## config.mk

```make
export PLATFORM = sky130hd
export DESIGN_NAME = pad_fifo
export DESIGN_NICKNAME = d
export VERILOG_FILES = /design/src/rtl/pad_fifo_pkg.sv /design/src/rtl/pad_fifo_out_reg.sv /design/src/rtl/pad_fifo.sv
export SDC_FILE = /design/constraint.sdc
export NUM_CORES = 1
export LEC_CHECK = 0
export CORE_ASPECT_RATIO = 0.75
export CORE_MARGIN = 3
export CORE_UTILIZATION = 39
export CTS_BUF_LIST = sky130_fd_sc_hd__clkbuf_8
export CTS_CLUSTER_DIAMETER = 80
export CTS_CLUSTER_SIZE = 24
export DETAILED_ROUTE_END_ITERATION = 10
export HOLD_SLACK_MARGIN = 0.03
export PLACE_DENSITY_LB_ADDON = 0.08
export SYNTH_ARGS = -nofsm -noshare
export SYNTH_HDL_FRONTEND = slang
export SYNTH_HIERARCHICAL = 1
export SYNTH_SLANG_ARGS = --single-unit
```

## constraint.sdc

```tcl
create_clock -name clk -period 6.1 [get_ports clk]
set_input_delay 0.915 -clock clk [delete_from_list [all_inputs] [get_ports clk]]
set_output_delay 0.915 -clock clk [all_outputs]
set_load 0.02 [all_outputs]
```

## src/rtl/pad_fifo_pkg.sv

```systemverilog
// pad_fifo_pkg: shared defaults and sizing helpers for the padding FIFOs.
// Used by the Q/K/V projection input paths.
package pad_fifo_pkg;

    localparam int DEF_DATA_WIDTH = 8;
    localparam int DEF_LANES      = 4;

    // Elements produced by one accepted word.
    function automatic int frame_len(
        input logic pad_en,
        input int   lanes,
        input int   pad_pre,
        input int   pad_post
    );
        return pad_en ? (pad_pre + lanes + pad_post) : lanes;
    endfunction

    // Width able to hold the values 0..depth.
    function automatic int cnt_width(input int depth);
        return $clog2(depth + 1);
    endfunction

endpackage

```

## src/rtl/pad_fifo_out_reg.sv

```systemverilog
// pad_fifo_out_reg: single-element output register with valid/ready.
// Requests a pop whenever it is empty or its element is being taken.
module pad_fifo_out_reg
    import pad_fifo_pkg::*;
#(
    parameter int DATA_WIDTH = DEF_DATA_WIDTH
) (
    input  logic                  clk,
    input  logic                  rst_n,
    input  logic                  avail_i,
    input  logic [DATA_WIDTH-1:0] data_i,
    input  logic                  ready_i,
    output logic                  pop_o,
    output logic                  valid_o,
    output logic [DATA_WIDTH-1:0] data_o
);

    logic                  valid_q, valid_d;
    logic [DATA_WIDTH-1:0] data_q, data_d;

    assign pop_o   = avail_i && (!valid_q || ready_i);
    assign valid_o = valid_q;
    assign data_o  = data_q;

    // Load on pop, drop valid once the element has been taken.
    always_comb begin
        valid_d = valid_q;
        data_d  = data_q;
        if (pop_o) begin
            valid_d = 1'b1;
            data_d  = data_i;
        end else if (ready_i) begin
            valid_d = 1'b0;
        end
    end

    // Output register state.
    always_ff @(posedge clk or negedge rst_n) begin
        if (!rst_n) begin
            valid_q <= 1'b0;
            data_q  <= '0;
        end else begin
            valid_q <= valid_d;
            data_q  <= data_d;
        end
    end

endmodule

```

## src/rtl/pad_fifo.sv

```systemverilog
// pad_fifo: accepts LANES-element words, streams padded single elements.
// Padding is built only when PAD_FIFO_PAD_EN is defined.
module pad_fifo
    import pad_fifo_pkg::*;
#(
    parameter int DATA_WIDTH = DEF_DATA_WIDTH,
    parameter int LANES      = DEF_LANES,
    parameter int PAD_PRE    = 2,
    parameter int PAD_POST   = 1,
    parameter int DEPTH      = 16
) (
    input  logic                        clk,
    input  logic                        rst_n,
    input  logic                        in_valid,
    output logic                        in_ready,
    input  logic [DATA_WIDTH*LANES-1:0] in_data,
`ifdef PAD_FIFO_PAD_EN
    input  logic                        pad_en,
    input  logic [DATA_WIDTH-1:0]       pad_value,
`endif
    output logic                        out_valid,
    input  logic                        out_ready,
    output logic [DATA_WIDTH-1:0]       out_data,
    output logic                        full,
    output logic                        empty
);

`ifdef PAD_FIFO_PAD_EN
    localparam int FMAX = frame_len(1'b1, LANES, PAD_PRE, PAD_POST);
`else
    localparam int FMAX = frame_len(1'b0, LANES, PAD_PRE, PAD_POST);
`endif
    localparam int CW = cnt_width(DEPTH);
    localparam int AW = (DEPTH > 1) ? $clog2(DEPTH) : 1;

    logic [DATA_WIDTH-1:0] mem_q [DEPTH];
    logic [AW-1:0]         wr_ptr_q, wr_ptr_d;
    logic [AW-1:0]         rd_ptr_q, rd_ptr_d;
    logic [CW-1:0]         cnt_q, cnt_d;
    logic [DATA_WIDTH-1:0] lane  [LANES];
    logic [DATA_WIDTH-1:0] frame [FMAX];
    logic [AW-1:0]         widx  [FMAX];
    logic [CW-1:0]         f_len;
    logic                  wr_en;
    logic                  pop;

    function automatic logic [AW-1:0] wrap_add(
        input logic [AW-1:0] base,
        input int            inc
    );
        int sum;
        sum = int'(base) + inc;
        if (sum >= DEPTH) sum = sum - DEPTH;
        return AW'(sum);
    endfunction

    assign in_ready = (CW'(DEPTH) - cnt_q) >= CW'(FMAX);
    assign wr_en    = in_valid && in_ready;
    assign full     = (cnt_q == CW'(DEPTH));
    assign empty    = (cnt_q == '0) && !out_valid;

    // Split the word into elements, MS element first, then lay out the frame.
    always_comb begin
        for (int j = 0; j < LANES; j++) begin
            lane[j] = in_data[(LANES-1-j)*DATA_WIDTH +: DATA_WIDTH];
        end
        for (int k = 0; k < FMAX; k++) begin
            frame[k] = '0;
        end
`ifdef PAD_FIFO_PAD_EN
        f_len = CW'(frame_len(pad_en, LANES, PAD_PRE, PAD_POST));
        if (pad_en) begin
            for (int j = 0; j < PAD_PRE; j++) frame[j] = pad_value;
            for (int j = 0; j < LANES; j++) frame[PAD_PRE+j] = lane[j];
            for (int j = 0; j < PAD_POST; j++) begin
                frame[PAD_PRE+LANES+j] = pad_value;
            end
        end else begin
            for (int j = 0; j < LANES; j++) frame[j] = lane[j];
        end
`else
        f_len = CW'(LANES);
        for (int j = 0; j < LANES; j++) frame[j] = lane[j];
`endif
    end

    // Storage slot of every frame entry, wrapped modulo DEPTH.
    always_comb begin
        for (int k = 0; k < FMAX; k++) begin
            widx[k] = wrap_add(wr_ptr_q, k);
        end
    end

    // Frame write into storage; contents are never reset.
    always_ff @(posedge clk) begin
        if (wr_en) begin
            for (int k = 0; k < FMAX; k++) begin
                if (k < int'(f_len)) mem_q[widx[k]] <= frame[k];
            end
        end
    end

    // Pointer and occupancy next state.
    always_comb begin
        wr_ptr_d = wr_ptr_q;
        rd_ptr_d = rd_ptr_q;
        cnt_d    = cnt_q;
        if (wr_en) begin
            wr_ptr_d = wrap_add(wr_ptr_q, int'(f_len));
            cnt_d    = cnt_d + f_len;
        end
        if (pop) begin
            rd_ptr_d = wrap_add(rd_ptr_q, 1);
            cnt_d    = cnt_d - CW'(1);
        end
    end

    // Pointer and occupancy registers.
    always_ff @(posedge clk or negedge rst_n) begin
        if (!rst_n) begin
            wr_ptr_q <= '0;
            rd_ptr_q <= '0;
            cnt_q    <= '0;
        end else begin
            wr_ptr_q <= wr_ptr_d;
            rd_ptr_q <= rd_ptr_d;
            cnt_q    <= cnt_d;
        end
    end

    pad_fifo_out_reg #(
        .DATA_WIDTH (DATA_WIDTH)
    ) u_out_reg (
        .clk     (clk),
        .rst_n   (rst_n),
        .avail_i (cnt_q != '0),
        .data_i  (mem_q[rd_ptr_q]),
        .ready_i (out_ready),
        .pop_o   (pop),
        .valid_o (out_valid),
        .data_o  (out_data)
    );

endmodule

```

==> results.md, run 1 <==
Yosys:
- The cell with the most instances after synthesis is sky130_fd_sc_hd__edfxtp_1.
- The number of warnings reported in the yosys synthesis log is 6.
- The synthesized netlist occupies a cell area of a little over 6000 µm².
- Synthesis produced around 270 cells.
- The flip-flop and latch count after synthesis is ~150.
- The net count after synthesis is 321.
- Counting distinct cell types in the post-synthesis netlist gives 31.
- The largest total area in the synthesized netlist belongs to sky130_fd_sc_hd__edfxtp_1.
- In the post-synthesis netlist, the biggest area contributors are sky130_fd_sc_hd__edfxtp_1 (64%), sky130_fd_sc_hd__mux4_1 (13%), sky130_fd_sc_hd__dfrtp_1 (8.3%).
- The main combinational cell family by area after synthesis is multiplexers.
- The share of synthesized area spent on multiplexers is 0.189.
- The share of synthesized area in the top cell type comes to 0.636.
- The simple logic cell fraction of the synthesized area is 0.0257.
- Of all flip-flops after synthesis, the portion carrying an async set or reset was 0.135.
- Each instance of the synthesized netlist takes up on average between 20 and 25 µm².
- The post-synthesis share of cell area spent on full adders, half adders and majority gates is 0.0228.
- The register area share after synthesis is 0.719.
- Yosys mapped a number of flops with a built-in enable equal to 128.
- The xor/xnor cell area share of the yosys netlist is 0.0174.
- The post-synthesis compound-gate area fraction is 0.00745.
- The most common flop cell mapped by yosys is sky130_fd_sc_hd__edfxtp_1.
- By count the netlist is led by sky130_fd_sc_hd__edfxtp_1 (128), sky130_fd_sc_hd__mux4_1 (30), sky130_fd_sc_hd__dfrtp_1 (20), sky130_fd_sc_hd__ha_1 (11), sky130_fd_sc_hd__mux4_2 (10).

Global routing:
- The number of global-route vias before repair was between 2,000 and 3,000.
- Across every metal layer, demand over resource in global routing totals 0.133.
- Entering global routing, the biggest net connects 36 pins.
- The initial antenna violation count is 0.
- The total overflow left after global routing is 0.
- The first global-routing pass estimated 16,500 µm of wire.

Cells and area:
- For this run, the post-layout net count is around 380.
- The number of filler instances in the final layout is roughly 1,200.
- The growth of design area from synthesis to finish is 18.9%.
- The share of final-layout standard cells stronger than drive strength 1 is 0.165.
- The antenna cell count is 0.

Flow run:
- The max-cap violation count is 0.

STA:
- Hold is met by approximately 0.52 ns.
- In the finished design, the share of the clock period the worst path needs comes to 0.550.
- The final number of max-transition violations is 0.
- For the pin with the worst max-slew slack, the measured transition is between 1 and 1.5 ns.
- The setup violation total in the final timing report is 0.
- Setup repair after global routing left no endpoint under its margin.
- In this run the tightest slew margin relative to its limit is 0.269.
- The hold violation total from the final report was 0.
- Adding up every negative setup slack in the final design gives 0 ns.
- The maximum frequency from static timing analysis is 298 MHz.
- Clock skew on the completed layout was measured at 0.0156 ns.
- The minimum clock period is 3.35 ns.

Route:
- Wires add up to roughly 11,000 µm.
- The post-route DRC violation count is 0.
- The length of the first detailed-routing pass in iterations is 5.
- The number of design-rule violations left by the first detailed-router iteration is 141.
- The overall via count from detail_route is approximately 2,800.
- The number of antenna-violating nets in the routed design is 0.
- In the routed layout, each cell is associated on average with a via count of between 5 and 6.
- After detailed routing, the average wire length per cell comes to roughly 19 µm.

CTS:
- The depth of the CTS H-tree is 4.
- The root buffer cell chosen for the clock tree is sky130_fd_sc_hd__clkbuf_8.
- The count of buffers added by post-CTS timing repair for setup is 0.
- Counting along the longest clock path gives a buffer depth of 2.
- The number of hold buffers added after CTS is 0.
- The CTS tree is done.
- Buffers inserted during clock tree synthesis total 17.
- The CTS clock-pin slew for the worst setup and hold paths is around 0.08 ns.
- The count of cells resized by post-cts repair is 0.
- The insertion delay to the later sink of the worst-skew pair is around 0.43 ns.
- The clock net in this run drives a total of 148 sinks.

Outcome:
- The run finished with clean final reports.

Place:
- The final weighted congestion in routability-driven placement is between 0.7 and 0.8.
- The total of buffers placed on input and output ports is between 40 and 50.
- The HPWL after detailed placement is about 6500 µm.

Power:
- IR analysis of the VDD net gives a maximum drop of approximately 0.19 mV.
- In this run the static leakage power is around 2.5 nW.
- The total power divided by cell area is around 470 nW/µm².

Critical path:
- At the worst endpoint, the arrival time is 2.44 ns.
- The critical path required time is about 5.2 ns.
- STA classifies the critical path startpoint as a register.
- Of all nets on the critical path, the largest fanout is 7.
- The type of the setup path with the least slack is reg -> out.
- The kind of capture point of the worst setup path is an output pin.

Die:
- The floorplan step set the die width to ~150 µm.
- In this run the core area contains 38 standard-cell rows.
- The die span in y is between 100 and 150 µm.
- The initial core utilization is 0.407.
- 48 I/O pins were placed.
- The region available for standard cell placement spans about 15,000 µm².
- The die footprint is 17,000 µm².

Worst hold path:
- The type of the worst min-delay path is reg -> reg.
-- worst paths after layout --
| path | startpoint | to | slack [ns] | cells past startpoint |
|---|---|---|---|---|
| setup reg to reg | cnt_q[2]$_DFF_PN0_ | mem_q[0][7]$_DFFE_PP_ | 2.83 | 8 |
| setup / recovery | cnt_q[2]$_DFF_PN0_ | in_ready | 2.75 | 6 |
| max in group asynchronous | rst_n | rd_ptr_q[1]$_DFFE_PN0P_ | 4.29 | 1 |
| min in group asynchronous | rst_n | u_out_reg/data_o[5]$_DFFE_PN0P_ | 1.07 | 1 |
| hold reg to reg | u_out_reg/data_o[6]$_DFFE_PN0P_ | u_out_reg/data_o[6]$_DFFE_PN0P_ | 0.52 | 1 |
| hold / removal | u_out_reg/data_o[6]$_DFFE_PN0P_ | u_out_reg/data_o[6]$_DFFE_PN0P_ | 0.52 | 1 |
-- cells in the final DEF, fill, tap and decap left out, types with 2 or more instances in the layout --
cell type                         count
sky130_fd_sc_hd__edfxtp_1           128
sky130_fd_sc_hd__clkdlybuf4s50_1     47
sky130_fd_sc_hd__mux4_1              30
sky130_fd_sc_hd__clkbuf_8            19
sky130_fd_sc_hd__dfrtp_1             18
sky130_fd_sc_hd__ha_1                11
sky130_fd_sc_hd__inv_1               10
sky130_fd_sc_hd__mux4_2              10
sky130_fd_sc_hd__xnor2_1              9
sky130_fd_sc_hd__mux2_4               8
sky130_fd_sc_hd__nand2_1              7
sky130_fd_sc_hd__and2_1               5
sky130_fd_sc_hd__bufinv_16            5
sky130_fd_sc_hd__nor2_1               4
sky130_fd_sc_hd__buf_4                4
sky130_fd_sc_hd__xor2_1               3
sky130_fd_sc_hd__a21oi_1              3
sky130_fd_sc_hd__clkinv_4             3
sky130_fd_sc_hd__nand3_1              2
sky130_fd_sc_hd__dfrtp_2              2
-- kinds of logic (layout without fill, tap and decap cells) --
kind of cell,after synthesis,in the layout
and+or+nand+nor,26,26
xor gates and xnor gates,12,12
muxes,49,49
DFF,148,148
buffers and inverters,21,92
AOI/OAI and AO/OA,7,7
adders and majority gates,11,11
-- area by class of cell --
cell class	instances	area (µm²)	area share
clock buffer	19	262	0.0364
clock inverter	13	205	0.0286
inverter	9	33.8	0.00470
multi-input combinational	105	1590	0.221
sequential	148	4350	0.605
tap	200	250	0.0348
timing repair buffer	51	500	0.0697
-- report_power, final --
part	switching (mW)	leakage [nW]	internal (mW)
clock network	0.357	0.235	0.509
logic	0.359	0.892	0.534
registers	0.217	1.40	1.37
-- flip-flops by register name, summed over array words and instances, names as in the netlist --
signal	cells
cnt_q	5
rd_ptr_q	4
u_out_reg/valid_o	1
wr_ptr_q	2
mem_q	128
u_out_reg/data_o	8
-- stage by stage --
step / utilization / instances / power (mW) / worst slack, ns / instance area [µm²]
2_1_floorplan: - / 274 / 2.24 / 3.15 / 6040
3_3_place_gp: 0.453 / 513 / 2.52 / 2.87 / 6720
3_5_place_dp: 0.453 / 513 / 2.53 / 2.81 / 6720
4_1_cts: 0.484 / 545 / 3.40 / 2.71 / 7190
5_1_grt: 0.484 / 545 / 3.53 / 2.55 / 7190
6_report: 0.484 / 545 / 3.34 / 2.75 / 7190
-- critical path, stage by stage (launching register included) --
cell                              delay, ns
sky130_fd_sc_hd__dfrtp_1               0.46
sky130_fd_sc_hd__inv_1                 0.15
sky130_fd_sc_hd__ha_1                  0.21
sky130_fd_sc_hd__and2_1                0.17
sky130_fd_sc_hd__ha_1                  0.34
sky130_fd_sc_hd__nand2_1               0.08
sky130_fd_sc_hd__clkdlybuf4s50_1       0.59
-- routing by layer --
metal	routed length (µm)	track usage	vias up	part of all wire
met5	0	0	-	0
met1	4880	0.179	1443	0.46
li1	-	-	1254	-
met3	466	0.0349	9	0.044
met2	5150	0.213	56	0.49
met4	82	0.0475	0	0.0078
No activity file was read; power rests on OpenSTA's default activity.
==> inputs of run 2 (changes only) <==
==> constraint.sdc (replaced) <==
create_clock -name clk -period 3.5 [get_ports clk]
set_input_delay 0.525 -clock clk [delete_from_list [all_inputs] [get_ports clk]]
set_output_delay 0.525 -clock clk [all_outputs]
set_load 0.02 [all_outputs]
==> results.md, run 2 (synthesis gave the netlist of run 1 again) <==
Outcome:
- The flow ran to the end, and the final reports show no timing, DRC or antenna violations.

Die:
- The area of the core region is about 15,000 µm².
- The die span in y is ~110 µm.
- The initial utilization of the core area, before any placement, comes to 0.407.
- The die footprint is roughly 17,000 µm².
- The floorplan row count is 38.
- The top-level I/O count is between 40 and 50.
- The width of the chip is about 150 µm.

Power:
- The switching share of total power is 0.292.
- The net switching power figure is 1.68 mW.
- Of the total power, the clock network draws 0.237.
- The share of total power dissipated in combinational logic is 0.307.
- Of the total power, registers draw 0.456.
- The total power divided by cell area is between 700 and 800 nW/µm².
- The largest vdd supply drop is 0.291 mV.
- The internal power consumption is ~4.1 mW.
- The leakage dissipation is about 2.5 nW.

Global routing:
- The number of global-route vias before repair is 2,966.
- The wire length of the first global-routing pass is approximately 17,000 µm.
- The initial antenna violation count is 0.
- Summed over all layers, the global routing overflow is 0.
- The total global routing track utilization is 0.139.
- Entering global routing, the biggest net connects 29 pins.

CTS:
- The H-tree generated during clock tree synthesis spans 4 levels.
- TritonCTS built the clock tree.
- The number of sinks handled by clock tree synthesis is 148.
- The CTS clock-pin slew for the worst setup and hold paths is approximately 0.09 ns.
- The insertion delay to the later sink of the worst-skew pair is roughly 0.44 ns.
- In this run the post-CTS setup repair buffer count came out at 0.
- In this run, CTS created clock tree buffers numbering 17.
- For this design, the CTS-stage hold fixing added 0 buffers.
- The maximum root-to-sink buffer count is 2.
- CTS placed an instance of sky130_fd_sc_hd__clkbuf_8 at the clock tree root.
- Post-CTS repair changed the size of 0 cells.

STA:
- Dividing the final minimum period by the clock period gives 0.851.
- The actual slew at the worst max-slew pin is ~0.76 ns.
- The smallest clock period supported by the final layout is computed as ~3.0 ns.
- Setup repair after global routing left no endpoint under its margin.
- The hold violation total from the final report is 0.
- Summed over all failing endpoints, the final setup total negative slack is 0 ns.
- The maximum clock skew at final layout is about 0.015 ns.
- The worst slew margin relative to its limit is 0.493.
- The setup violation total in the final timing report is 0.
- The final number of max-transition violations is 0.
- The maximum frequency from static timing analysis is about 340 MHz.

Cells and area:
- Leaving out fill and tap cells, the most frequent cell in the layout is sky130_fd_sc_hd__edfxtp_1.
- The final cell count without fillers is about 550.
- The register with the most flip-flops in the layout has about 130 of them.
- Leaving out fill and tap cells, the most frequent cells in the layout are sky130_fd_sc_hd__edfxtp_1 (128), sky130_fd_sc_hd__clkdlybuf4s50_1 (47), sky130_fd_sc_hd__mux4_1 (30).
- For this run, the post-layout net count is roughly 390.
- The share of final-layout standard cells stronger than drive strength 1 is 0.179.
- The repair_antennas step left the layout with diodes totalling 0.
- The growth of design area from synthesis to finish is 19.3%.

Critical path:
- The critical path's largest stage delay is around 0.60 ns.
- The critical path in this run is classified as reg -> out.
- Of all nets on the critical path, the largest fanout is 7.
- The signal on the critical path passes through inv_1 -> ha_1 -> and2_1 -> ha_1 -> nand2_1 -> clkdlybuf4s50_1.
- The kind of capture point of the worst setup path is an output pin.
- At the worst endpoint, the arrival time is 2.45 ns.
- The type of element launching the critical path is a register.
- The highest-delay cell along the critical path is sky130_fd_sc_hd__clkdlybuf4s50_1.
- For the worst setup path, the data required time is ~3 ns.
- The cell with the most instances on the worst path is sky130_fd_sc_hd__ha_1.

Route:
- Using the TritonRoute via totals, the vias-per-cell ratio works out to 5.06.
- The number of antenna-violating nets in the routed design is 0.
- After detailed routing, the average wire length per cell comes to 20.0 µm.
- The total wire length is between 10,000 and 15,000 µm.
- The number of design-rule violations left by the first detailed-router iteration is 117.
- The post-route DRC violation count is 0.
- The overall via count from detail_route is 2,791.
- The first TritonRoute pass finished after 4 iterations.

Worst hold path:
- The path class of the tightest hold or removal check is reg -> reg.

Place:
- At the end of routability-driven placement, the weighted congestion stood at about 0.71.
- In this run, placement finished with an instance count of 520.
- The total of buffers placed on input and output ports is 47.
- Summed over all nets, the half-perimeter wirelength after detailed placement is 6960 µm.

Flow run:
- Max-cap violations in this run came to 0.
-- run 2: changes by cell type in the layout (fill, tap and decap cells not counted) --
cell / delta
sky130_fd_sc_hd__inv_8: +1
sky130_fd_sc_hd__dfrtp_2: -1
sky130_fd_sc_hd__buf_12: +2
sky130_fd_sc_hd__inv_1: +1
sky130_fd_sc_hd__clkbuf_8: -2
sky130_fd_sc_hd__dfrtp_1: +1
sky130_fd_sc_hd__bufinv_16: -2
sky130_fd_sc_hd__inv_6: +2
sky130_fd_sc_hd__clkinvlp_4: +1
sky130_fd_sc_hd__clkinv_1: -1
sky130_fd_sc_hd__buf_4: +5
-- run 2: path summary, 6_finish.rpt --
check / start / endpoint / slack [ns] / depth (start not counted)
setup reg to reg: cnt_q[2]$_DFF_PN0_ / mem_q[3][2]$_DFFE_PP_ / 0.71 / 8
setup / recovery: cnt_q[2]$_DFF_PN0_ / in_ready / 0.52 / 6
min in group asynchronous: rst_n / u_out_reg/data_o[5]$_DFFE_PN0P_ / 0.53 / 1
hold reg to reg: cnt_q[0]$_DFFE_PN0P_ / cnt_q[0]$_DFFE_PN0P_ / 0.51 / 1
hold / removal: cnt_q[0]$_DFFE_PN0P_ / cnt_q[0]$_DFFE_PN0P_ / 0.51 / 1
max in group asynchronous: rst_n / cnt_q[3]$_DFF_PN0_ / 2.35 / 2
-- run 2: worst max-delay path: cells and delay by family (launching register included) --
| kind | cells | cell delay (ns) |
|---|---|---|
| adder cells (fa/ha/maj) | 2 | 0.54 |
| buffers and inverters | 2 | 0.76 |
| AND/OR/NAND/NOR | 2 | 0.26 |
| flip-flops | 1 | 0.47 |
-- run 2: area by class of cell --
type / instances / area (µm²)
Clock inverter: 15 / 181
Sequential cell: 148 / 4350
Timing Repair Buffer: 58 / 578
Clock buffer: 17 / 234
Multi-Input combinational cell: 105 / 1590
Fill cell: 1260 / 7620
Tap cell: 200 / 250
Inverter: 9 / 33.8
-- run 2: routing by layer --
| metal | global-route usage | wire, µm |
|---|---|---|
| met5 | 0 | 0 |
| met4 | 0.0402 | 100 |
| met3 | 0.0413 | 441 |
| met2 | 0.229 | 5510 |
| met1 | 0.182 | 5010 |
-- run 2: power by group through the flow --
stage | logic, mW | clock network [mW] | registers (mW)
after floorplan | 1.32 | 0 | 2.59
after global placement | 1.77 | 0 | 2.66
after detailed placement | 1.79 | 0 | 2.68
after CTS | 1.80 | 1.41 | 2.64
after global routing | 1.91 | 1.50 | 2.68
final | 1.77 | 1.37 | 2.63
-- run 2: per-stage QoR --
step                 util  power [mW]  hold slack [ns]  setup WS (ns)  instance area (µm²)
finish              0.486        5.76            0.510          0.521                 7210
floorplan               -        3.91            0.229          0.553                 6040
global route        0.486        6.09            0.543          0.365                 7210
detailed placement  0.458        4.46            0.495          0.712                 6800
global placement    0.458        4.43            0.497          0.845                 6800
CTS                 0.486        5.85            0.513          0.498                 7210
==> inputs of run 3 (changes only) <==
--- a/config.mk
+++ b/config.mk
@@ -10,7 +10,6 @@
 export CORE_UTILIZATION = 39
 export CTS_BUF_LIST = sky130_fd_sc_hd__clkbuf_8
 export CTS_CLUSTER_DIAMETER = 80
-export CTS_CLUSTER_SIZE = 24
 export DETAILED_ROUTE_END_ITERATION = 10
 export HOLD_SLACK_MARGIN = 0.03
 export PLACE_DENSITY_LB_ADDON = 0.08
==> constraint.sdc (replaced) <==
create_clock -name clk -period 2.7 [get_ports clk]
set_input_delay 0.405 -clock clk [delete_from_list [all_inputs] [get_ports clk]]
set_output_delay 0.405 -clock clk [all_outputs]
set_load 0.02 [all_outputs]
==> results.md, run 3 (synthesis gave the netlist of run 1 again) <==
Critical path:
- Data on the critical path arrives at its endpoint at roughly 2.1 ns.
- The critical path required time is 2.30 ns.
- The worst-path maximum fanout is 7.
- Across all register-to-register paths, the minimum setup slack is 0.39 ns.
- The type of the setup path with the least slack is reg -> out.
- The worst setup path is launched from a register.
- The kind of capture point of the worst setup path is an output pin.

Cells and area:
- The number of flip-flops under the largest register name is approximately 130.
- In the layout the commonest cells are sky130_fd_sc_hd__edfxtp_1 (128), sky130_fd_sc_hd__clkdlybuf4s50_1 (45), sky130_fd_sc_hd__mux4_1 (30).
- At the end of the flow, the number of nets in the layout was 386.
- The filler cells instantiated in the layout total 1,275.
- The most common library cell in the layout ignoring fill and taps is sky130_fd_sc_hd__edfxtp_1.
- The number of antenna diodes in the final layout is 0.
- Of the cells placed in the final design, the portion with a size suffix greater than 1 is 0.182.
- From synthesis to final layout, the design area changed by 19.3%.

Power:
- The switching share of total power is 0.288.
- In this run the power density over the cells is slightly above 1000 nW/µm².
- The share of power burned in registers is 0.453.
- The leakage dissipation is between 2 and 3 nW.
- The fraction of power consumed by combinational cells is 0.334.
- The part of the total power dissipated in the clock network is 0.214.
- The analysis attributes to net switching a power of ~2.1 mW.
- The post-layout total power is 7.33 mW.
- The worst-case IR drop observed on VDD is ~0.44 mV.
- The internal portion of the total power is ~5.2 mW.

STA:
- The hold violation total from the final report is 0.
- The setup violation total in the final timing report is 0.
- Static timing analysis puts the maximum clock frequency at 397 MHz.
- The share of the clock period used by the worst path is 0.934.
- Measured against its own limit, the worst slew margin works out to 0.609.
- The minimum clock period is around 2.5 ns.
- Setup repair after global routing left no endpoint under its margin.
- The final number of max-transition violations is 0.
- The maximum clock skew at final layout is about 0.013 ns.
- The actual slew at the worst max-slew pin is ~0.6 ns.
- Summed over all failing endpoints, the final setup total negative slack is 0 ns.

CTS:
- Clock-pin slew was measured on the worst setup and hold paths at approximately 0.08 ns.
- At the later pin of the worst-skew pair, clock insertion delay measures roughly 0.43 ns.
- TritonCTS built the clock tree.
- The depth of the CTS H-tree is 4.
- The cell at the root of the clock tree is sky130_fd_sc_hd__clkbuf_8.
- For this design, the sink count on the clock tree is between 100 and 150.
- The number of clock buffers added by TritonCTS is 17.
- After clock tree synthesis, the repair step resized 4 gates.
- The maximum root-to-sink buffer count is 2.
- The number of hold buffers added after CTS is 0.
- In this run the post-CTS setup repair buffer count came out at 0.

Global routing:
- The initial antenna violation count is 0.
- The first global-routing pass estimated about 17,000 µm of wire.
- The number of global-route vias before repair came to roughly 2,900.
- The sum of overflow across all layers after global routing is 0.
- The total global routing track utilization is 0.138.
- The largest net degree at the start of global routing is 33.

Route:
- The detailed router placed about 2,800 vias in this run.
- In the routed layout, each cell is associated on average with a via count of ~5.0.
- For this run, design rule violations remaining after detail routing come to 0.
- In the final routed layout, each cell accounts on average for 19.5 µm.
- The number of design-rule violations left by the first detailed-router iteration is ~150.
- Once detail routing completed, the nets flagged for antenna violations numbered 0.
- Before antenna repair, the detailed router went through 4 iterations.
- The total wire length is around 11,000 µm.

Place:
- The half-perimeter wire length of the detailed placement result is 6760 µm.
- At the end of routability-driven placement, the weighted congestion stood at a little under 0.8.
- Buffers placed on the I/O ports in this run total 47.

Die:
- Measured along the y axis, the die boundary spans between 100 and 150 µm.
- The die footprint is between 15,000 and 20,000 µm².
- The core region is between 10,000 and 15,000 µm².
- The top-level I/O count is 48.
- The die is about 150 µm wide.
- The floorplan row count is 38.
- The initial core utilization is 0.407.

Flow run:
- Max-cap violations in this run came to 0.

Worst hold path:
- The type of the worst min-delay path is in -> async.

Outcome:
- The flow ran to the end, and the final reports show no timing, DRC or antenna violations.
-- run 3: worst max-delay path, stage by stage (launching register included) --
cell	delay, ns
sky130_fd_sc_hd__dfrtp_1	0.42
sky130_fd_sc_hd__inv_1	0.10
sky130_fd_sc_hd__ha_2	0.25
sky130_fd_sc_hd__and2_1	0.18
sky130_fd_sc_hd__ha_1	0.15
sky130_fd_sc_hd__clkdlybuf4s50_1	0.59
-- run 3: per-stage QoR --
stage / std cells / setup slack [ns] / utilization / instance area [µm²] / hold slack, ns
floorplan: 274 / 0.0780 / - / 6050 / 0.109
global placement: 520 / 0.371 / 0.462 / 6850 / 0.498
detailed placement: 520 / 0.337 / 0.462 / 6850 / 0.503
CTS: 552 / 0.139 / 0.486 / 7210 / 0.307
global route: 552 / 0.0388 / 0.486 / 7210 / 0.320
finish: 552 / 0.180 / 0.486 / 7210 / 0.339
-- run 3: cell type report --
type                    count  area, µm²  area share
clock buffers              17        234      0.0324
clock inverters            15        126      0.0175
inverters                   9       33.8     0.00469
multi-input cells         105       1600       0.221
flip-flops and latches    148       4350       0.603
well taps                 200        250      0.0347
repair buffers             58        626      0.0868
-- run 3: per-layer routing --
metal | routed length (µm) | global-route usage | up-vias
met1 | 5250 | 0.193 | 1433
met4 | 115 | 0.0494 | 0
met5 | 0 | 0 | -
met3 | 443 | 0.0425 | 8
li1 | - | - | 1260
met2 | 4980 | 0.206 | 54
-- run 3: path summary, 6_finish.rpt --
kind / startpoint / endpoint / depth (start not counted)
worst min-delay path: rst_n / u_out_reg/data_o[7]$_DFFE_PN0P_ / 2
worst max-delay path: cnt_q[0]$_DFFE_PN0P_ / full / 5
min in group clk: u_out_reg/data_o[5]$_DFFE_PN0P_ / u_out_reg/data_o[5]$_DFFE_PN0P_ / 1
worst min register to register: u_out_reg/data_o[5]$_DFFE_PN0P_ / u_out_reg/data_o[5]$_DFFE_PN0P_ / 1
max in group asynchronous: rst_n / cnt_q[2]$_DFF_PN0_ / 2
worst max register to register: cnt_q[3]$_DFF_PN0_ / mem_q[15][7]$_DFFE_PP_ / 8
-- run 3: power by group through the flow --
stage               Sequential [mW]  Clock, mW  Combinational [mW]
floorplan                      3.34          0                1.72
global placement               3.35          0                2.49
detailed placement             3.38          0                2.51
CTS                            3.33       1.63                2.51
global route                   3.37       1.74                2.66
finish                         3.32       1.57                2.45
